===== src/rtl/rtype_seq_ctrl.sv =====
// rtype_seq_ctrl: multicycle sequencer for the R-type datapath.
// Accepts one instruction per handshake, reads rs/rt, waits ALU_LAT cycles,
// then issues a single register-bank write of the ALU result to rd.
module rtype_seq_ctrl #(
    parameter int ALU_LAT = 1,
    parameter int DATA_W  = 32,
    parameter int ADDR_W  = 5
) (
    input  logic              clk,
    input  logic              rst,
    input  logic              Inst_valid,
    input  logic [31:0]       Inst,
    output logic              Inst_ready,
    output logic [ADDR_W-1:0] RA1,
    output logic [ADDR_W-1:0] RA2,
    output logic [5:0]        ALUOp,
    input  logic [DATA_W-1:0] ALU_Res,
    output logic [ADDR_W-1:0] AW,
    output logic [DATA_W-1:0] Di,
    output logic              RegWrite,
    output logic              Done,
    output logic              Err,
    output logic              Busy
);

    // The execute counter is 4 bits, so the wait must fit in 1..15.
    generate
        if (ALU_LAT < 1 || ALU_LAT > 15) begin : g_bad_lat
            $error("rtype_seq_ctrl: ALU_LAT must be in 1..15");
        end
    endgenerate

    typedef enum logic [1:0] {IDLE, READ, EXEC, WB} state_t;

    state_t     state_q, state_d;
    logic [3:0] cnt;
    logic [4:0] rs_q, rt_q, rd_q;
    logic [5:0] funct_q;
    logic       legal;
    logic       xfer;

    // Decode: the six supported R-type functs, or the all-zero NOP word.
    always_comb begin
        legal = 1'b0;
        if (Inst == 32'h0) begin
            legal = 1'b1;
        end else if (Inst[31:26] == 6'h00) begin
            case (Inst[5:0])
                6'h20, 6'h22, 6'h24, 6'h25, 6'h27, 6'h2A: legal = 1'b1;
                default:                                  legal = 1'b0;
            endcase
        end
    end

    assign Inst_ready = (state_q == IDLE) && !rst;
    assign Busy       = (state_q != IDLE);
    assign xfer       = Inst_valid && Inst_ready;

    // State register; reset overrides everything.
    always_ff @(posedge clk) begin
        if (rst) state_q <= IDLE;
        else     state_q <= state_d;
    end

    // Next state: illegal words are consumed in IDLE without leaving it.
    always_comb begin
        state_d = state_q;
        case (state_q)
            IDLE:    if (xfer && legal) state_d = READ;
            READ:    state_d = EXEC;
            EXEC:    if (cnt == 4'd0) state_d = WB;
            WB:      state_d = IDLE;
            default: state_d = IDLE;
        endcase
    end

    // Registered datapath outputs, counter and latched instruction fields.
    always_ff @(posedge clk) begin
        if (rst) begin
            rs_q     <= '0;
            rt_q     <= '0;
            rd_q     <= '0;
            funct_q  <= '0;
            cnt      <= '0;
            RA1      <= '0;
            RA2      <= '0;
            ALUOp    <= '0;
            AW       <= '0;
            Di       <= '0;
            RegWrite <= 1'b0;
            Done     <= 1'b0;
            Err      <= 1'b0;
        end else begin
            RegWrite <= 1'b0;
            Done     <= 1'b0;
            Err      <= 1'b0;
            case (state_q)
                IDLE: begin
                    if (xfer) begin
                        if (legal) begin
                            rs_q    <= Inst[25:21];
                            rt_q    <= Inst[20:16];
                            rd_q    <= Inst[15:11];
                            funct_q <= Inst[5:0];
                        end else begin
                            Err <= 1'b1;
                        end
                    end
                end
                READ: begin
                    RA1   <= ADDR_W'(rs_q);
                    RA2   <= ADDR_W'(rt_q);
                    ALUOp <= funct_q;
                    cnt   <= 4'(ALU_LAT - 1);
                end
                EXEC: begin
                    // Counter stops at zero; the result is captured on the last wait cycle.
                    if (cnt == 4'd0) Di  <= ALU_Res;
                    else             cnt <= cnt - 4'd1;
                end
                WB: begin
                    AW       <= ADDR_W'(rd_q);
                    RegWrite <= (rd_q != 5'd0);  // $zero is never written
                    Done     <= 1'b1;
                end
                default: ;
            endcase
        end
    end

endmodule


===== config.mk =====
export PLATFORM = sky130hd
export DESIGN_NAME = rtype_seq_ctrl
export DESIGN_NICKNAME = d
export VERILOG_FILES = /design/src/rtl/rtype_seq_ctrl.sv
export SDC_FILE = /design/constraint.sdc
export NUM_CORES = 1
export LEC_CHECK = 0
export CORE_ASPECT_RATIO = 0.9
export CORE_MARGIN = 4
export CORE_UTILIZATION = 39
export CTS_BUF_LIST = sky130_fd_sc_hd__clkbuf_2
export DETAILED_ROUTE_END_ITERATION = 7
export HOLD_SLACK_MARGIN = 0.05
export PLACE_DENSITY = 0.72
export SLEW_MARGIN = 20
export SYNTH_ARGS = -nofsm -noshare
export SYNTH_HDL_FRONTEND = slang
export SYNTH_SLANG_ARGS = --single-unit

===== constraint.sdc =====
create_clock -name clk -period 4.4 [get_ports clk]
set_clock_uncertainty 0.1 [all_clocks]
set_input_delay 0.88 -clock clk [delete_from_list [all_inputs] [get_ports clk]]
set_output_delay 0.88 -clock clk [all_outputs]
set_load 0.02 [all_outputs]

Yosys cells after proc, flatten, opt, wreduce, memory -nomap -nowiden
Cells that the tools add are included.
{ "totals": {"output_inout_bits": 58, "wordCells": 58, "in_bits": 67, "register_bits": 83} }
{ "classes": {"mux": 10, "bitwise_logic": 3, "add_sub_neg": 1, "reduce_logical": 18, "n_eq_ne": 12} }
{ "op_table": {"columns": ["op", "count"], "rows": [
  ["== test 6 bit, second input constant", 6],
  ["zero test 32 bit", 1],
  ["one-hot mux 2 bit (4 select lines)", 1],
  ["one-hot mux 4 bit (2 select lines)", 1],
  ["zero test 6 bit", 1],
  ["AND reduction 2 bit", 3],
  ["OR reduction 6 bit", 1],
  ["2-to-1 mux 1 bit", 5],
  ["nonzero test 5 bit", 1],
  ["== test 2 bit, second input constant", 2],
  ["zero test 4 bit", 1],
  ["2-to-1 mux 2 bit", 2],
  ["2-to-1 mux 4 bit", 1],
  ["inequality test 2 bit, second input constant", 2],
  ["nonzero test 2 bit", 2],
  ["subtractor 4 x 1 -> 4 bit, second input constant", 1],
  ["logical AND 1 bit", 3],
  ["inverter 1 bit", 3],
  ["AND reduction 3 bit", 1],
  ["OR reduction 3 bit", 1],
  ["== test 2 x 1 -> 1 bit, second input constant", 1],
  ["zero test 2 bit", 1],
  ["inequality test 2 x 1 -> 1 bit, second input constant", 1],
  ["OR reduction 2 bit", 1],
  ["zero test 1 bit", 1]
]} }

Longest topological paths before layout
Gate-level depths: netlist of run 1.
{ "depth": {"depth_word": 8, "mapped_depth": 8, "ltp_nobuf": 7} }

Worst setup path after synthesis of run 1
OpenSTA, ideal clock, no wires.
{ "synth_timing": {"kind": "input to output", "from": "input rst", "to": "output Inst_ready", "stages": 4, "path_buffers": 3, "required_time_ns": 3.420, "setup_slack_ns": 1.562, "arrival_time_ns": 1.858, "path_cell_list": "clkbuf_1 -> clkbuf_1 -> buf_1 -> nor2_1"} }
{ "synth_via": {"elab_chain_len": 2} }
{ "synth_rtl": {"columns": ["element", "line", "text"], "rows": [
  ["start: declaration", "10", "input logic rst,"],
  ["zero test 1 bit", "55", "assign Inst_ready = (state_q == IDLE) && !rst;"],
  ["logical AND 1 bit", "55", null],
  ["end: declaration", "13", "output logic Inst_ready,"]
]} }
No other way between the ends.

Worst setup path after layout of run 1
{ "layout_timing": {"from": "register state_q[0]", "to": "output Inst_ready"} }
{ "layout_via": {"elab_chain_len": 2} }
{ "layout_rtl": {"columns": ["element", "line", "text"], "rows": [
  ["start: declaration", "35", "state_t state_q, state_d;"],
  ["start signal: assignment", "62", "else state_q <= state_d;"],
  ["zero test 2 bit", "55", null],
  ["logical AND 1 bit", "55", null]
]} }
No other way between the ends.

==> results of run 1 <==
-- through the flow --
stage | worst slack [ns] | power, µW
global route | 1.241 | 1330
finish | 1.408 | 1280
global placement | 1.192 | 863.2
CTS | 1.350 | 1297
floorplan | 1.562 | 793.7
detailed placement | 1.095 | 863.2
-- cells in the final DEF, fill, tap and decap left out, types with 2 or more instances in the layout --
master and count:
sky130_fd_sc_hd__a21oi_1 34, sky130_fd_sc_hd__clkbuf_2 9, sky130_fd_sc_hd__inv_6 2, sky130_fd_sc_hd__ha_1 6, sky130_fd_sc_hd__nor2b_1 2, sky130_fd_sc_hd__nand2b_1 5
sky130_fd_sc_hd__nand2_1 106, sky130_fd_sc_hd__nor2_1 29, sky130_fd_sc_hd__inv_1 6, sky130_fd_sc_hd__buf_4 3, sky130_fd_sc_hd__and3_1 2, sky130_fd_sc_hd__nand3_1 4
sky130_fd_sc_hd__clkinv_4 2, sky130_fd_sc_hd__nor4_1 8, sky130_fd_sc_hd__dfxtp_1 83, sky130_fd_sc_hd__a41o_1 2, sky130_fd_sc_hd__mux2i_1 41, sky130_fd_sc_hd__clkdlybuf4s50_1 123
-- area by class of cell --
class                      count  share of cell area
tap                           99             0.02651
multi-input combinational    257              0.3152
inverter                       7            0.005624
clock inverter                 7             0.01794
sequential                    83              0.3557
timing repair buffer         127              0.2694
clock buffer                   9            0.009641
-- power groups by stage --
stage | logic [µW] | clock network (µW) | registers, µW
finish | 94.7 | 430 | 755
global route | 102 | 473 | 756
CTS | 95.0 | 447 | 755
detailed placement | 94.4 | 0 | 769
global placement | 94.5 | 0 | 769
floorplan | 24.2 | 0 | 769
-- cell families after synthesis --
kind of cell | after synthesis | share of synthesized area
fa+ha+maj | 6 | 0.02306
buf+inv | 30 | 0.03958
simple gates | 165 | 0.2168
compound gates | 44 | 0.08147
mux | 41 | 0.1261
flops | 83 | 0.5104
xor+xnor | 1 | 0.002691
-- registers in the layout, summed over array words and instances (netlist names) --
name      count
funct_q       6
RA2           5
Di           32
rd_q          5
ALUOp         6
state_q       2
Err           1
RegWrite      1
Done          1
cnt           4
RA1           5
rt_q          5
rs_q          5
AW            5
-- critical path, stage by stage (launching register included) --
cell	delay [ns]
sky130_fd_sc_hd__dfxtp_1	0.38
sky130_fd_sc_hd__inv_1	0.13
sky130_fd_sc_hd__ha_1	0.18
sky130_fd_sc_hd__inv_1	0.08
sky130_fd_sc_hd__nor2_1	0.10
sky130_fd_sc_hd__clkdlybuf4s50_1	0.61
-- metal layers --
metal | share of wire | up-vias | routed length [µm]
met3 | 0.057 | 20 | 464
li1 | - | 1460 | -
met1 | 0.42 | 1307 | 3382
met4 | 0.031 | 0 | 248
met5 | 0 | - | 0
met2 | 0.50 | 69 | 4023
-- final timing paths --
kind,startpoint,end,depth (start not counted)
hold / removal,Di[25]$_SDFFE_PP0P_,Di[25]$_SDFFE_PP0P_,2
setup reg to reg,state_q[1]$_SDFFE_PP0P_,cnt[1]$_SDFFE_PP0P_,5
setup / recovery,state_q[0]$_SDFFE_PP0P_,Inst_ready,5
hold reg to reg,Di[25]$_SDFFE_PP0P_,Di[25]$_SDFFE_PP0P_,2
==> run_summary.xml, run 1 <==
<?xml version="1.0" encoding="UTF-8"?>
<metrics>
  <group name="run_status">
    <metric name="result_of_the_run" unit="">finished, final reports clean</metric>
  </group>
  <group name="layout">
    <metric name="layout.cells.non_filler" unit="">589</metric>
    <metric name="finish.net_count" unit="">558</metric>
    <metric name="fraction_of_layout_cells_with_a_size_suffix_above_1" unit="">0.05102</metric>
    <metric name="num-fill-cells" unit="">737</metric>
    <metric name="design_area" unit="mm²">0.004672</metric>
    <metric name="layout.core_utilization" unit="">0.5763</metric>
    <metric name="multi_input_area" unit="mm²">0.001473</metric>
    <metric name="synthToLayoutAreaGrowth" unit="%">43.50</metric>
    <metric name="diodes" unit="">0</metric>
    <metric name="register_area" unit="mm²">0.001662</metric>
  </group>
  <group name="global_routing">
    <metric name="use_met3" unit="">0.05263</metric>
    <metric name="grt_usage" unit="">0.1669</metric>
    <metric name="grt_use_met1" unit="">0.1923</metric>
    <metric name="grt_first_pass_wirelength" unit="µm">13190</metric>
    <metric name="globalRouteMet2Util" unit="">0.2855</metric>
    <metric name="first_global_vias" unit="">2789</metric>
    <metric name="grt.busiest_layer" unit="">met2</metric>
    <metric name="antenna_found_initial" unit="">0</metric>
    <metric name="globalRoute.totalOverflow" unit="">0</metric>
    <metric name="grt_start_max_net_pins" unit="">46</metric>
  </group>
  <group name="detailed_routing">
    <metric name="drc" unit="">0</metric>
    <metric name="routed-via-count" unit="">2856</metric>
    <metric name="first_drt_iteration_drcs" unit="">101</metric>
    <metric name="routed_via_density" unit="">4.849</metric>
    <metric name="drt.antenna.violating_nets" unit="">0</metric>
    <metric name="total_wirelength" unit="µm">8118</metric>
    <metric name="drt-pass1-iter-count" unit="">4</metric>
    <metric name="route.detailed.wl_per_inst" unit="µm">13.78</metric>
  </group>
  <group name="floorplan">
    <metric name="floorplan.die.width" unit="µm">104.3</metric>
    <metric name="core_area" unit="mm²">0.008107</metric>
    <metric name="io_pins" unit="">125</metric>
    <metric name="rows" unit="">31</metric>
    <metric name="die_height" unit="µm">94.68</metric>
    <metric name="fp.dieArea" unit="mm²">0.009876</metric>
    <metric name="starting_density_of_the_core" unit="">0.4016</metric>
  </group>
  <group name="critical_path">
    <metric name="cp_max_fo" unit="">4</metric>
    <metric name="arrival" unit="ns">2.01</metric>
    <metric name="end_kind" unit="">output pin</metric>
    <metric name="worstPathRequired" unit="ns">3.42</metric>
    <metric name="worstSetupPathType" unit="">flip-flop to output pin</metric>
    <metric name="launching_element_type_of_the_critical_path" unit="">flip-flop</metric>
    <metric name="rrSetupSlack" unit="ns">2.26</metric>
  </group>
  <group name="logic_synthesis">
    <metric name="yosys.area.top_type_share" unit="">0.5104</metric>
    <metric name="yosysMostFrequentCell" unit="">sky130_fd_sc_hd__nand2_1</metric>
    <metric name="syn_inst" unit="">370</metric>
    <metric name="synth.top_cells.by_count" unit="">sky130_fd_sc_hd__nand2_1, sky130_fd_sc_hd__dfxtp_1, sky130_fd_sc_hd__mux2i_1</metric>
    <metric name="number_of_enable_flip_flop_cells_after_synthesis" unit="">0</metric>
    <metric name="synth_fp_nets" unit="">443</metric>
    <metric name="post_synthesis_instance_area" unit="mm²">0.003256</metric>
    <metric name="synth_seq_cells" unit="">83</metric>
    <metric name="yosysWarningCount" unit="">0</metric>
    <metric name="postSynth.asyncResetShare" unit="">0</metric>
    <metric name="syn_avg_cell_area" unit="µm²">8.799</metric>
    <metric name="post_synth_num_cell_types" unit="">35</metric>
    <metric name="postSynth.topFlopCell" unit="">sky130_fd_sc_hd__dfxtp_1</metric>
    <metric name="ys_seq_area_frac" unit="">0.5104</metric>
    <metric name="yosys.area.top_type" unit="">sky130_fd_sc_hd__dfxtp_1</metric>
    <metric name="ranking_of_synthesized_cells_by_area" unit="">sky130_fd_sc_hd__dfxtp_1, sky130_fd_sc_hd__mux2i_1, sky130_fd_sc_hd__nand2_1, sky130_fd_sc_hd__a21oi_1, sky130_fd_sc_hd__nor2_1</metric>
  </group>
  <group name="clock_network">
    <metric name="cts-root-buf" unit="">sky130_fd_sc_hd__clkbuf_2</metric>
    <metric name="ctsHtreeMaxLevel" unit="">3</metric>
    <metric name="clock_sink_count" unit="">83</metric>
    <metric name="clock_insertion_delay_worst_skew" unit="ns">0.56</metric>
    <metric name="cts_inserted_buffers" unit="">9</metric>
    <metric name="clk_pin_slew" unit="ns">0.23</metric>
    <metric name="post_cts.repair.setup_buffers" unit="">0</metric>
    <metric name="clk_path_buf_depth" unit="">2</metric>
    <metric name="cts_hold_buf" unit="">0</metric>
    <metric name="tritoncts" unit="">done</metric>
    <metric name="cts_repair_resize_count" unit="">0</metric>
  </group>
  <group name="power">
    <metric name="power.leakage" unit="µW">0.001632</metric>
    <metric name="internal_cell_power" unit="µW">955.7</metric>
    <metric name="comb_power_share" unit="">0.074</metric>
    <metric name="worst_vdd_drop" unit="µV">236.2</metric>
    <metric name="power.sequential.fraction" unit="">0.590</metric>
    <metric name="sw_frac_of_total" unit="">0.2532</metric>
    <metric name="share_clk_of_total_power" unit="">0.336</metric>
    <metric name="cellPowerDensity" unit="mW/mm²">273.9</metric>
    <metric name="switching_power" unit="µW">324.0</metric>
  </group>
  <group name="sta">
    <metric name="setup_total_negative_slack" unit="ns">0</metric>
    <metric name="rsz0062_at_grt" unit="">no</metric>
    <metric name="finalSetupViolCount" unit="">0</metric>
    <metric name="hold_viol_final" unit="">0</metric>
    <metric name="slew_viol_final" unit="">0</metric>
    <metric name="clock.fmax" unit="MHz">334.3</metric>
    <metric name="worst_pin_slew" unit="ns">1.092</metric>
    <metric name="period_share" unit="">0.6799</metric>
    <metric name="max-slew-margin-rel" unit="">0.2718</metric>
    <metric name="fin_hold_ws" unit="ns">0.3683</metric>
    <metric name="finalCriticalPeriod" unit="ns">2.992</metric>
  </group>
  <group name="min_path">
    <metric name="worstHoldPathType" unit="">flip-flop to flip-flop</metric>
  </group>
  <group name="place">
    <metric name="gp_congestion" unit="">0.7793</metric>
    <metric name="place_area" unit="mm²">0.004543</metric>
    <metric name="cell_total_after_placement" unit="">573</metric>
    <metric name="port-buffer-count" unit="">124</metric>
    <metric name="detailed_place_hpwl" unit="µm">5843</metric>
  </group>
  <group name="job">
    <metric name="cap_violations" unit="">0</metric>
  </group>
</metrics>
Note: power is estimated with default switching activity, not from simulation.
==> run 2: changes to the inputs <==
- PLACE_DENSITY: 0.72 -> 0.75
- clock period: 4.4 -> 2.6 ns (I/O delays scaled with it)
==> run 2 against run 1 <==
- via count grew 0.67%
- global-route usage about the same
- routed wire length grew 3.8%
- clock-buffer cell count did not move
- design area hardly changed
- die area stayed put
- sequential power up 70%
- critical endpoint unchanged
==> run_summary.xml, run 2 (synthesis results as in run 1) <==
<?xml version="1.0" encoding="UTF-8"?>
<metrics>
  <group name="place">
    <metric name="place_area" unit="mm²">0.004581</metric>
    <metric name="detailed_place_hpwl" unit="µm">6217</metric>
    <metric name="port-buffer-count" unit="">124</metric>
    <metric name="preCtsSetupSlack" unit="ns">0.01827</metric>
    <metric name="gp_congestion" unit="">0.7835</metric>
  </group>
  <group name="global_routing">
    <metric name="grt_first_pass_wirelength" unit="µm">13260</metric>
    <metric name="globalRoute.totalOverflow" unit="">0</metric>
    <metric name="grt_start_max_net_pins" unit="">53</metric>
    <metric name="grt_usage" unit="">0.1667</metric>
    <metric name="use_met3" unit="">0.05400</metric>
    <metric name="globalRouteMet2Util" unit="">0.2935</metric>
    <metric name="grt_use_met1" unit="">0.1985</metric>
    <metric name="first_global_vias" unit="">2798</metric>
    <metric name="grt.busiest_layer" unit="">met2</metric>
    <metric name="antenna_found_initial" unit="">0</metric>
  </group>
  <group name="layout">
    <metric name="mostFrequentLayoutCells" unit="">sky130_fd_sc_hd__clkdlybuf4s50_1, sky130_fd_sc_hd__nand2_1, sky130_fd_sc_hd__dfxtp_1, sky130_fd_sc_hd__mux2i_1, sky130_fd_sc_hd__a21oi_1</metric>
    <metric name="synthToLayoutAreaGrowth" unit="%">43.62</metric>
    <metric name="largest_register" unit="">Di</metric>
    <metric name="largest_register_ffs" unit="">32</metric>
    <metric name="design_area" unit="mm²">0.004676</metric>
    <metric name="finish.net_count" unit="">562</metric>
    <metric name="diodes" unit="">0</metric>
    <metric name="layout_commonest_cell" unit="">sky130_fd_sc_hd__clkdlybuf4s50_1</metric>
    <metric name="biggestRegsByFlops" unit="">Di: 32 flops, ALUOp: 6 flops, funct_q: 6 flops</metric>
    <metric name="fraction_of_layout_cells_with_a_size_suffix_above_1" unit="">0.05870</metric>
  </group>
  <group name="detailed_routing">
    <metric name="routed-via-count" unit="">2875</metric>
    <metric name="first_drt_iteration_drcs" unit="">94</metric>
    <metric name="drc" unit="">0</metric>
    <metric name="total_wirelength" unit="µm">8426</metric>
    <metric name="drt.antenna.violating_nets" unit="">0</metric>
    <metric name="route.detailed.wl_per_inst" unit="µm">14.21</metric>
    <metric name="routed_via_density" unit="">4.848</metric>
    <metric name="drt-pass1-iter-count" unit="">4</metric>
  </group>
  <group name="power">
    <metric name="post-layout-total-power" unit="µW">2021</metric>
    <metric name="worst_vdd_drop" unit="µV">279.7</metric>
    <metric name="power.leakage" unit="µW">0.001650</metric>
    <metric name="cellPowerDensity" unit="mW/mm²">432.3</metric>
  </group>
  <group name="floorplan">
    <metric name="core_area" unit="mm²">0.008107</metric>
    <metric name="die_height" unit="µm">94.68</metric>
    <metric name="io_pins" unit="">125</metric>
    <metric name="floorplan.die.width" unit="µm">104.3</metric>
    <metric name="fp.dieArea" unit="mm²">0.009876</metric>
    <metric name="starting_density_of_the_core" unit="">0.4016</metric>
    <metric name="rows" unit="">31</metric>
  </group>
  <group name="sta">
    <metric name="max-slew-margin-rel" unit="">0.5934</metric>
    <metric name="setup_total_negative_slack" unit="ns">0</metric>
    <metric name="clock.fmax" unit="MHz">428.3</metric>
    <metric name="hold_viol_final" unit="">0</metric>
    <metric name="rsz0062_at_grt" unit="">no</metric>
    <metric name="worst_pin_slew" unit="ns">0.6099</metric>
    <metric name="period_share" unit="">0.8980</metric>
    <metric name="finalSetupViolCount" unit="">0</metric>
    <metric name="final_critical_path_setup_slack" unit="ns">0.2653</metric>
    <metric name="finalCriticalPeriod" unit="ns">2.335</metric>
    <metric name="slew_viol_final" unit="">0</metric>
    <metric name="fin_hold_ws" unit="ns">0.1939</metric>
  </group>
  <group name="critical_path">
    <metric name="end_kind" unit="">output pin</metric>
    <metric name="worstSetupPathType" unit="">flip-flop to output pin</metric>
    <metric name="launching_element_type_of_the_critical_path" unit="">flip-flop</metric>
    <metric name="worstPathRequired" unit="ns">1.98</metric>
    <metric name="cp_max_fo" unit="">4</metric>
    <metric name="arrival" unit="ns">1.71</metric>
  </group>
  <group name="job">
    <metric name="cap_violations" unit="">0</metric>
  </group>
  <group name="clock_network">
    <metric name="post_cts.repair.setup_buffers" unit="">0</metric>
    <metric name="cts-root-buf" unit="">sky130_fd_sc_hd__clkbuf_2</metric>
    <metric name="clk_pin_slew" unit="ns">0.24</metric>
    <metric name="ctsHtreeMaxLevel" unit="">3</metric>
    <metric name="clk_path_buf_depth" unit="">2</metric>
    <metric name="clock_sink_count" unit="">83</metric>
    <metric name="tritoncts" unit="">done</metric>
    <metric name="clock_insertion_delay_worst_skew" unit="ns">0.49</metric>
    <metric name="cts_inserted_buffers" unit="">9</metric>
  </group>
  <group name="min_path">
    <metric name="worstHoldPathType" unit="">primary input to flip-flop</metric>
  </group>
  <group name="run_status">
    <metric name="result_of_the_run" unit="">finished, final reports clean</metric>
  </group>
</metrics>
run 2: cell count changes in the layout (fill, tap and decap cells not counted):
cell,delta
sky130_fd_sc_hd__clkinv_4,+1
sky130_fd_sc_hd__dlygate4sd2_1,+2
sky130_fd_sc_hd__clkinv_2,+2
sky130_fd_sc_hd__nor2_4,-1
sky130_fd_sc_hd__buf_12,+1
sky130_fd_sc_hd__buf_4,+3
sky130_fd_sc_hd__clkdlybuf4s50_1,-2
sky130_fd_sc_hd__nor2_2,+1
sky130_fd_sc_hd__inv_8,-1
sky130_fd_sc_hd__inv_6,-1
sky130_fd_sc_hd__bufinv_16,-1
run 2: final timing paths:
kind | start | endpoint | slack [ns] | depth (start not counted)
max | state_q[0]$_SDFFE_PP0P_ | Inst_ready | 0.27 | 5
min | rst | ALUOp[0]$_SDFFE_PP0P_ | 0.19 | 2
max reg2reg | state_q[0]$_SDFFE_PP0P_ | Di[14]$_SDFFE_PP0P_ | 0.70 | 6
min reg2reg | Di[27]$_SDFFE_PP0P_ | Di[27]$_SDFFE_PP0P_ | 0.37 | 2
run 2: layout make-up:
cell class	count	area, µm²
Fill cell	743	3431
Sequential cell	83	1662
Multi-Input combinational cell	257	1468
Timing Repair Buffer	131	1299
Tap cell	99	123.9
Clock inverter	7	52.55
Clock buffer	9	45.04
Inverter	7	26.28
run 2: metrics by stage:
step	instances	utilization
final	593	0.5768
after global routing	593	0.5768
after CTS	593	0.5768
after detailed placement	577	0.5651
after global placement	577	0.5651
after floorplan	370	-
run 2: where the power goes:
part	leakage, µW	switching, µW	internal [µW]	total (µW)
Combinational	0.000919	61.6	100	162
Clock	0.0000622	451	131	582
Sequential	0.000668	0.509	1280	1280
Total	0.00165	513	1510	2020
run 2: what timing repair did:
item                                    4_1_cts  5_1_grt
endpoints found under the setup margin        2        0
hold buffers                                  0        0
gates resized for setup                       2        0
run 2: critical path: stages (launching register included):
cell and delay, ns:
sky130_fd_sc_hd__dfxtp_1 0.40, sky130_fd_sc_hd__inv_1 0.10, sky130_fd_sc_hd__ha_1 0.22, sky130_fd_sc_hd__inv_1 0.12, sky130_fd_sc_hd__nor2_1 0.06, sky130_fd_sc_hd__dlygate4sd2_1 0.32
run 2: layer usage:
layer | vias up | routed length [µm] | part of all wire
li1 | 1463 | - | -
met1 | 1339 | 3627 | 0.43
met2 | 67 | 4283 | 0.51
met3 | 6 | 418 | 0.050
met4 | 0 | 96 | 0.011
met5 | - | 0 | 0
